**src/rtl/regex_cpu_memory_arbiter_pkg.sv**
```systemverilog
// Shared constants for the multi-core regex instruction-memory path.
package regex_cpu_memory_arbiter_pkg;

  // Id/pointer width that stays at least one bit wide for tiny core counts.
  function automatic int id_width(input int n);
    return (n <= 2) ? 1 : $clog2(n);
  endfunction

endpackage

```
**src/rtl/regex_cpu_memory_arbiter_rr_arbiter.sv**
```systemverilog
// N-way round-robin priority select with its own pointer register.
// The pointer moves to the slot just past the winner whenever a grant is issued.
module rr_arbiter
  import regex_cpu_memory_arbiter_pkg::*;
#(
  parameter int N    = 4,
  parameter int ID_W = id_width(N)
) (
  input  logic            clk,
  input  logic            rst,
  input  logic [N-1:0]    req,
  output logic [N-1:0]    grant,
  output logic [ID_W-1:0] grant_id,
  output logic            grant_valid
);

  logic [ID_W-1:0] ptr;

  always_comb begin
    grant       = '0;
    grant_id    = '0;
    grant_valid = 1'b0;
    for (int k = 0; k < N; k++) begin
      automatic int idx = int'(ptr) + k;
      if (idx >= N) idx = idx - N;
      if (!grant_valid && req[idx]) begin
        grant_valid = 1'b1;
        grant_id    = ID_W'(idx);
        grant[idx]  = 1'b1;
      end
    end
  end

  // Explicit wrap so non-power-of-two core counts never point past the last core.
  always_ff @(posedge clk or negedge rst) begin
    if (!rst) begin
      ptr <= '0;
    end else if (grant_valid) begin
      ptr <= (grant_id == ID_W'(N - 1)) ? '0 : grant_id + 1'b1;
    end
  end

endmodule

```
**src/rtl/regex_cpu_memory_arbiter.sv**
```systemverilog
// Shares one single-port instruction BRAM between N_CPU cores: one read per cycle,
// round-robin granted, each word returned to its requester after MEM_LATENCY cycles.
module regex_cpu_memory_arbiter
  import regex_cpu_memory_arbiter_pkg::*;
#(
  parameter int N_CPU             = 4,
  parameter int MEMORY_WIDTH      = 16,
  parameter int MEMORY_ADDR_WIDTH = 11,
  parameter int MEM_LATENCY       = 1
) (
  input  logic                                 clk,
  input  logic                                 rst,
  input  logic [N_CPU-1:0]                     cpu_memory_valid,
  input  logic [N_CPU*MEMORY_ADDR_WIDTH-1:0]   cpu_memory_addr,
  output logic [N_CPU-1:0]                     cpu_memory_ready,
  output logic [MEMORY_WIDTH-1:0]              cpu_memory_data,
  output logic                                 bram_en,
  output logic [MEMORY_ADDR_WIDTH-1:0]         bram_addr,
  input  logic [MEMORY_WIDTH-1:0]              bram_data,
  output logic                                 busy
);

  localparam int ID_W = id_width(N_CPU);

  logic [N_CPU-1:0]       pending;
  logic [N_CPU-1:0]       eligible;
  logic [N_CPU-1:0]       grant;
  logic [N_CPU-1:0]       resp_mask;
  logic [ID_W-1:0]        grant_id;
  logic                   grant_valid;
  logic [MEM_LATENCY-1:0] pipe_valid;
  logic [ID_W-1:0]        pipe_id [MEM_LATENCY];

  // A core with a read outstanding is masked, so it never holds two reads.
  assign eligible = cpu_memory_valid & ~pending;

  rr_arbiter #(
    .N    (N_CPU),
    .ID_W (ID_W)
  ) u_rr (
    .clk         (clk),
    .rst         (rst),
    .req         (eligible),
    .grant       (grant),
    .grant_id    (grant_id),
    .grant_valid (grant_valid)
  );

  assign bram_en   = grant_valid & rst;
  assign bram_addr = cpu_memory_addr[grant_id*MEMORY_ADDR_WIDTH +: MEMORY_ADDR_WIDTH];

  always_comb begin
    resp_mask = '0;
    if (pipe_valid[MEM_LATENCY-1]) resp_mask[pipe_id[MEM_LATENCY-1]] = 1'b1;
  end

  assign cpu_memory_ready = resp_mask;
  assign cpu_memory_data  = bram_data;
  assign busy             = rst & ((|pending) | (|cpu_memory_valid));

  // The in-flight shift register mirrors the BRAM latency and carries the requester id.
  always_ff @(posedge clk or negedge rst) begin
    if (!rst) begin
      pending    <= '0;
      pipe_valid <= '0;
      for (int i = 0; i < MEM_LATENCY; i++) pipe_id[i] <= '0;
    end else begin
      pending       <= (pending | grant) & ~resp_mask;
      pipe_valid[0] <= grant_valid;
      pipe_id[0]    <= grant_id;
      for (int i = 1; i < MEM_LATENCY; i++) begin
        pipe_valid[i] <= pipe_valid[i-1];
        pipe_id[i]    <= pipe_id[i-1];
      end
    end
  end

endmodule

```
**config.mk**
```make
export PLATFORM = sky130hd
export DESIGN_NAME = regex_cpu_memory_arbiter
export DESIGN_NICKNAME = d
export VERILOG_FILES = /design/src/rtl/regex_cpu_memory_arbiter_pkg.sv /design/src/rtl/regex_cpu_memory_arbiter_rr_arbiter.sv /design/src/rtl/regex_cpu_memory_arbiter.sv
export SDC_FILE = /design/constraint.sdc
export NUM_CORES = 1
export LEC_CHECK = 0
export ABC_AREA = 1
export CORE_AREA = 2 2 57 59
export DETAILED_ROUTE_END_ITERATION = 7
export DIE_AREA = 0 0 59 61
export DONT_BUFFER_PORTS = 1
export GPL_ROUTABILITY_DRIVEN = 0
export PLACE_DENSITY = 0.72
export SYNTH_ARGS = -nofsm -noshare
export SYNTH_HDL_FRONTEND = slang
export SYNTH_SLANG_ARGS = --single-unit
```
**constraint.sdc**
```tcl
create_clock -name clk -period 4.1 [get_ports clk]
set_input_delay 0.82 -clock clk [delete_from_list [all_inputs] [get_ports clk]]
set_output_delay 0.82 -clock clk [all_outputs]
set_load 0.005 [all_outputs]
```
==> results of run 1 <==
[worst max-delay path, stage by stage, from the launching register on]
cell and delay (ns):
dfrtp_1 0.52, inv_1 0.23, ha_1 0.40, inv_1 0.10, nand3_2 0.10, nand2_4 0.09, nand3_4 0.13, nand3_1 0.13
nand2_4 0.28, nand2_8 0.19, nand2_1 0.11, nand3_1 0.09, nand2_1 0.11
[flip-flops by register name, indices dropped and copies added, names as in the netlist]
| signal | cells |
|---|---|
| pipe_id | 2 |
| pipe_valid | 1 |
| pending | 4 |
| u_rr.ptr | 2 |
[worst paths after layout]
kind / slack [ns] / to / start / depth (start not counted)
max: 0.54 / bram_addr[1] / u_rr.ptr[1]$_DFFE_PN0N_ / 12
min: 0.25 / pipe_id[1]$_DFF_PN0_ / rst / 0
max reg2reg: 1.61 / u_rr.ptr[1]$_DFFE_PN0N_ / u_rr.ptr[1]$_DFFE_PN0N_ / 11
min reg2reg: 0.61 / pending[0]$_DFF_PN0_ / pipe_id[1]$_DFF_PN0_ / 2
max in group asynchronous: 3.78 / pending[1]$_DFF_PN0_ / rst / 0
min in group clk: 0.61 / pending[0]$_DFF_PN0_ / pipe_id[1]$_DFF_PN0_ / 2
[logic make-up (layout without fill, tap and decap cells)]
kind of cell / count (synthesis) / count (layout)
AOI/OAI and AO/OA: 12 / 12
adders and majority gates: 7 / 7
buffers and inverters: 67 / 47
DFF: 9 / 9
and+or+nand+nor: 160 / 160
[routing by layer]
metal | vias to the layer above | GRT usage [%] | part of all wire, %
li1 | 748 | - | -
met1 | 623 | 23.8 | 41
met2 | 83 | 38.1 | 51
met3 | 4 | 3.62 | 8.2
met4 | 0 | 2.92 | 0.62
met5 | - | 0 | 0
[area by class of cell]
class	instances	area, um^2
clock buffer	4	26.3
fill	314	1500
inverter	43	169
multi-input combinational	179	992
sequential	9	225
tap	33	41.3
[power groups by stage]
stage / logic, mW / registers [mW] / clock network (mW)
after floorplan: 1.59 / 0.171 / 0
after global placement: 1.61 / 0.180 / 0
after detailed placement: 1.62 / 0.181 / 0
after CTS: 1.63 / 0.180 / 0.0674
after global routing: 1.84 / 0.188 / 0.0756
final: 1.61 / 0.180 / 0.0665
[metrics by stage]
| step | util (%) | total power [mW] | area [um^2] | hold slack (ns) | std cells |
|---|---|---|---|---|---|
| detailed placement | 48.3 | 1.80 | 1430 | 0.525 | 264 |
| finish | 49.2 | 1.85 | 1450 | 0.252 | 268 |
| CTS | 49.2 | 1.88 | 1450 | 0.250 | 268 |
| global placement | 48.3 | 1.79 | 1430 | 0.525 | 264 |
| global route | 49.2 | 2.11 | 1450 | 0.229 | 268 |
| floorplan | - | 1.77 | 1590 | 0.524 | 255 |
[cells in the final DEF (no fill, tap or decap), types with 2 or more instances in the layout]
master    instances
dfrtp_1           9
ha_1              7
nand2_2          11
nand3_1          45
nor2_1            5
clkbuf_4          3
inv_1            37
nand3_2           8
nand4_1           4
nand2_4           4
nand2_1          74
a211oi_1          2
a31oi_1           2
inv_2             4
nor4_1            2
nor3_1            4
a21oi_1           5
==> qor.txt, run 1 <==
Core area = 0.00295 mm^2
Sw power = 1.20 mW
RSZ-0062 raised after global routing = false
Clock root buffer = clkbuf_4
Synth Warn # = 0
Num rows = 20
Avg Inst Size Synth = 6.25 um^2
Initial Util = 53.9%
Setup crit start kind = flip-flop
Top_reg_cell synth = dfrtp_1
CTS buffer count = 3
Slew @ Worst Pin = 0.441 ns
Layout cells sized above 1 = 15.7%
Cells after synthesis = 255
Die area = 0.00360 mm^2
Seq pwr share = 9.7%
Pre-Repair DR Iteration Count = 4
DIE HEIGHT = 61 um
Post-Synth Simple-Gate Area = 51.6%
Mean number of vias per cell = 5.44
# resized after CTS = 0
Synth Cell Area = 0.00159 mm^2
Largest family of logic cells by synthesized area = simple AND/OR/NAND/NOR gates
WL final = 3410 um
Fin. max-slew vios = 0
I/O pin total = 99
Distinct cells, synth = 29
DP HPWL = 2710 um
CTS hold repair buffers = 0
Syn Nets = 328
Wirelength per Cell = 12.7 um
EDFF count, synth = 0
Comb pwr share = 86.7%
Seq cells post-synth = 9
Critical Path RT = 3.28 ns
Area Growth Syn to Fin = -8.72%
Count of final hold-check violations = 0
Crit. End Element = output pin
Clock Path Buffers = 2
Top post-synthesis cells by area = nand2_1, dfrtp_1, nand3_1
Initial drt markers = 48
Vias in the first global route = 1395
N_diodes = 0
Largest net degree at the start of global routing = 25
Remaining global-route overflow = 0
Rel. slew slack = 70.5%
Final net count = 309
Skew final = 0.000711 ns
Cell internal pwr = 0.658 mW
# Post-CTS Setup Buffers = 0
Switch share = 64.5%
Clk pin slew, worst setup/hold paths = 0.06 ns
Number of remaining DRC errors = 0
Setup TNS = 0 ns
Adder-cell share of the synthesized area = 5.50%
Setup slack after layout = 0.544 ns
Final setup violating endpoints = 0
CTS sink cnt = 9
VDD IR-drop max = 0.577 mV
Die Wd = 59 um
Worst Path Arrival = 2.74 ns
Leading area contributor after synthesis = nand2_1
Count leader, synth = nand2_1
First-pass GRT wire length = 5660 um
Ys async rst share = 100%
TritonCTS clock tree = built
Fmax = 0.281 GHz
DR vias = 1458
Hold crit path type = in2async
Mux cell area share after synthesis = 0%
IO buf count = 0
Setup Crit Path Kind = reg2out
GRT Util Overall = 20.0%
H-tree levels = 1
Max Fanout on Critical Path = 24
Area share of the largest cell type after synthesis = 17.4%
Static Leak = 0.823 nW
Initial antenna violation count = 0
Setup Slack @ Placement = 0.827 ns
Sequential area share after synthesis = 14.1%
Later-pin clock latency in the skew report = 0.26 ns
Max-cap viol count = 0
Outcome = completed
PD cells = 1280 mW/mm^2
Routed Antenna Nets = 0
Compound-Gate Fraction of Synth Area = 5.18%
Clock share of power = 3.6%
Post-layout min period = 3.56 ns
Commonest cells in the netlist = nand2_1, nand3_1, inv_1
Post-Synth XOR/XNOR Area = 0%
Fin crit share = 86.7%
Power figures use the tool's default switching activity.
==> inputs of run 2 (changes only) <==
--- a/config.mk
+++ b/config.mk
@@ -6,12 +6,14 @@
 export NUM_CORES = 1
 export LEC_CHECK = 0
 export ABC_AREA = 1
-export CORE_AREA = 2 2 57 59
+export CELL_PAD_IN_SITES_DETAIL_PLACEMENT = 1
+export CELL_PAD_IN_SITES_GLOBAL_PLACEMENT = 1
+export CORE_AREA = 2 2 64 66
 export DETAILED_ROUTE_END_ITERATION = 7
-export DIE_AREA = 0 0 59 61
+export DIE_AREA = 0 0 66 68
 export DONT_BUFFER_PORTS = 1
 export GPL_ROUTABILITY_DRIVEN = 0
-export PLACE_DENSITY = 0.72
+export PLACE_DENSITY = 0.85
 export SYNTH_ARGS = -nofsm -noshare
 export SYNTH_HDL_FRONTEND = slang
 export SYNTH_SLANG_ARGS = --single-unit
==> run 2 against run 1 <==
Routed wire length grew 22%. Core utilization shrank 10 points. Clock power grew 53%. Highest routed layer unchanged. Non-clock buffer count is the same. Worst setup slack lost 0.037 ns. Total power grew 4.5%. Combinational power grew 2%. Design area grew 2.8%.
==> qor.txt, run 2 (same netlist as run 1, synthesis figures left out) <==
Clock Path Buffers = 2 (unchanged)
Mean number of vias per cell = 5.35 (-1.6%)
Crit Reg-Reg Endpoint = u_rr.ptr[1]$_DFFE_PN0N_
Skew final = 0.000565 ns (-0.000146 ns)
Area of the multi-input gates = 992 um^2 (unchanged)
Sw power = 1.25 mW (+4.3%)
DIE HEIGHT = 68 um (+11%)
Switch share = 64.4% (-0.089 points)
Die area = 0.00449 mm^2 (+25%)
Later-pin clock latency in the skew report = 0.23 ns (-0.03 ns)
Reg-to-reg slack, setup = 1.51 ns (-0.10 ns)
Fin. max-slew vios = 0 (unchanged)
Routed Antenna Nets = 0 (unchanged)
Die Wd = 66 um (+12%)
First-pass GRT wire length = 7040 um (+24%)
Fmax = 0.278 GHz (-1.0%)
Clk pin slew, worst setup/hold paths = 0.04 ns (-0.02 ns)
Reg2Reg Depth = 11 (unchanged)
Commonest non-fill, non-tap cell in the layout = nand2_1
Setup slack after layout = 0.508 ns (-0.0367 ns)
Final setup violating endpoints = 0 (unchanged)
Clock share of power = 5.3% (+1.7 points)
Remaining global-route overflow = 0 (unchanged)
Number of remaining DRC errors = 0 (unchanged)
Setup crit start kind = flip-flop
Initial antenna violation count = 0 (unchanged)
# resized after CTS = 0 (unchanged)
I/O pin total = 99 (unchanged)
Origin of the critical flop-to-flop path = u_rr.ptr[1]$_DFFE_PN0N_
Rel. slew slack = 70.7% (+0.12 points)
Crit-path max cell delay = 0.56 ns (+0.04 ns)
Min Hold Slack = 0.280 ns (+0.0280 ns)
CP max-delay cell = dfrtp_1
DR vias = 1525 (+4.6%)
Initial Util = 41.3% (-13 points)
Critical-path cell list = inv_1 > ha_1 > inv_1 > nand3_2 > nand2_4 > nand3_4 > nand3_1 > nand2_4 > nand2_8 > nand2_1 > nand3_1 > nand2_1
Largest net degree at the start of global routing = 25 (unchanged)
Final net count = 309 (unchanged)
Post-layout min period = 3.59 ns (+0.0367 ns)
Slew @ Worst Pin = 0.439 ns (-0.00184 ns)
Outcome = completed
Placed insts = 281 (+6.4%)
Initial drt markers = 26 (-46%)
Pwr Total = 1.94 mW (+4.5%)
Clock root buffer = clkbuf_8
Area taken by flip-flops and latches = 225 um^2 (unchanged)
Hold crit path type = in2async
Critical Path RT = 3.28 ns (about the same)
Crit. End Element = output pin
TritonCTS clock tree = built
# Post-CTS Setup Buffers = 0 (unchanged)
Reg with most FFs = pending
Pre-Repair DR Iteration Count = 4 (unchanged)
Worst Path Arrival = 2.77 ns (+0.03 ns)
Cell internal pwr = 0.689 mW (+4.7%)
Layout cells sized above 1 = 15.7% (unchanged)
WL final = 4150 um (+22%)
CTS buffer count = 3 (unchanged)
DP HPWL = 3300 um (+22%)
N_diodes = 0 (unchanged)
Fill count = 526 (+68%)
Comb pwr share = 85.0% (-1.7 points)
Area Growth Syn to Fin = -6.21%
Max Fanout on Critical Path = 24 (unchanged)
GRT Util Overall = 19.8% (-0.16 points)
Vias in the first global route = 1546 (+11%)
Post-layout util = 38.7% (-10 points)
IO buf count = 0 (unchanged)
Delay-heaviest family, CP = simple AND/OR/NAND/NOR gates
Setup Slack @ Placement = 0.758 ns (-0.0691 ns)
Post-placement cell area = 0.00145 mm^2 (+1.5%)
Largest register FFs = 4 (unchanged)
Seq pwr share = 9.7% (about the same)
RSZ-0062 raised after global routing = false
CTS sink cnt = 9 (unchanged)
Fin crit share = 87.6% (+0.90 points)
Wirelength per Cell = 14.6 um (+14%)
CTS hold repair buffers = 0 (unchanged)
PD cells = 1300 mW/mm^2 (+1.7%)
Largest regs = pending x4, pipe_id x2, u_rr.ptr x2
Final instance area = 0.00149 mm^2 (+2.8%)
Commonest non-fill, non-tap cells in the layout = nand2_1, nand3_1, inv_1
CP bufs+invs = 2 (unchanged)
Core area = 0.00386 mm^2 (+31%)
H-tree levels = 1 (unchanged)
Post-route insts no fill = 285 (+6.3%)
Max-cap viol count = 0 (unchanged)
Static Leak = 0.831 nW (+0.94%)
Setup Crit Path Kind = reg2out
Num rows = 23 (+15%)
VDD IR-drop max = 0.568 mV (-1.5%)
Count of final hold-check violations = 0 (unchanged)
Setup TNS = 0 ns (unchanged)
run 2: changes by cell type in the layout (fill, tap and decap cells not counted):
cell,before,now
clkbuf_4,3,0
clkbuf_8,0,3
run 2: per-layer routing:
layer / track usage [%] / up-vias / routed length [um]
met5: 0 / - / 0
met1: 25.0 / 703 / 1800
met3: 4.44 / 6 / 292
li1: - / 752 / -
met4: 4.34 / 0 / 46
met2: 34.8 / 64 / 2020
run 2: power groups by stage:
stage	logic, mW	clock network, mW	registers (mW)
6_report	1.65	0.102	0.188
5_1_grt	1.89	0.109	0.198
4_1_cts	1.68	0.103	0.187
3_5_place_dp	1.66	0	0.187
3_3_place_gp	1.62	0	0.182
2_1_floorplan	1.59	0	0.171
run 2: area by class of cell:
| type | instances | share of cell area [%] |
|---|---|---|
| Clock buffer | 4 | 3.02 |
| Inverter | 43 | 11.3 |
| Multi-Input combinational cell | 179 | 66.4 |
| Sequential cell | 9 | 15.1 |
| Tap cell | 50 | 4.19 |
run 2: how the worst max path moves through the flow:
stage,cells after the start,start,endpoint
floorplan,14,u_rr.ptr[1]$_DFFE_PN0N_,bram_addr[0]
global placement,12,u_rr.ptr[1]$_DFFE_PN0N_,bram_addr[8]
detailed placement,12,u_rr.ptr[1]$_DFFE_PN0N_,bram_addr[8]
CTS,12,u_rr.ptr[1]$_DFFE_PN0N_,bram_addr[8]
global route,13,u_rr.ptr[1]$_DFFE_PN0N_,bram_addr[10]
finish,12,u_rr.ptr[1]$_DFFE_PN0N_,bram_addr[8]
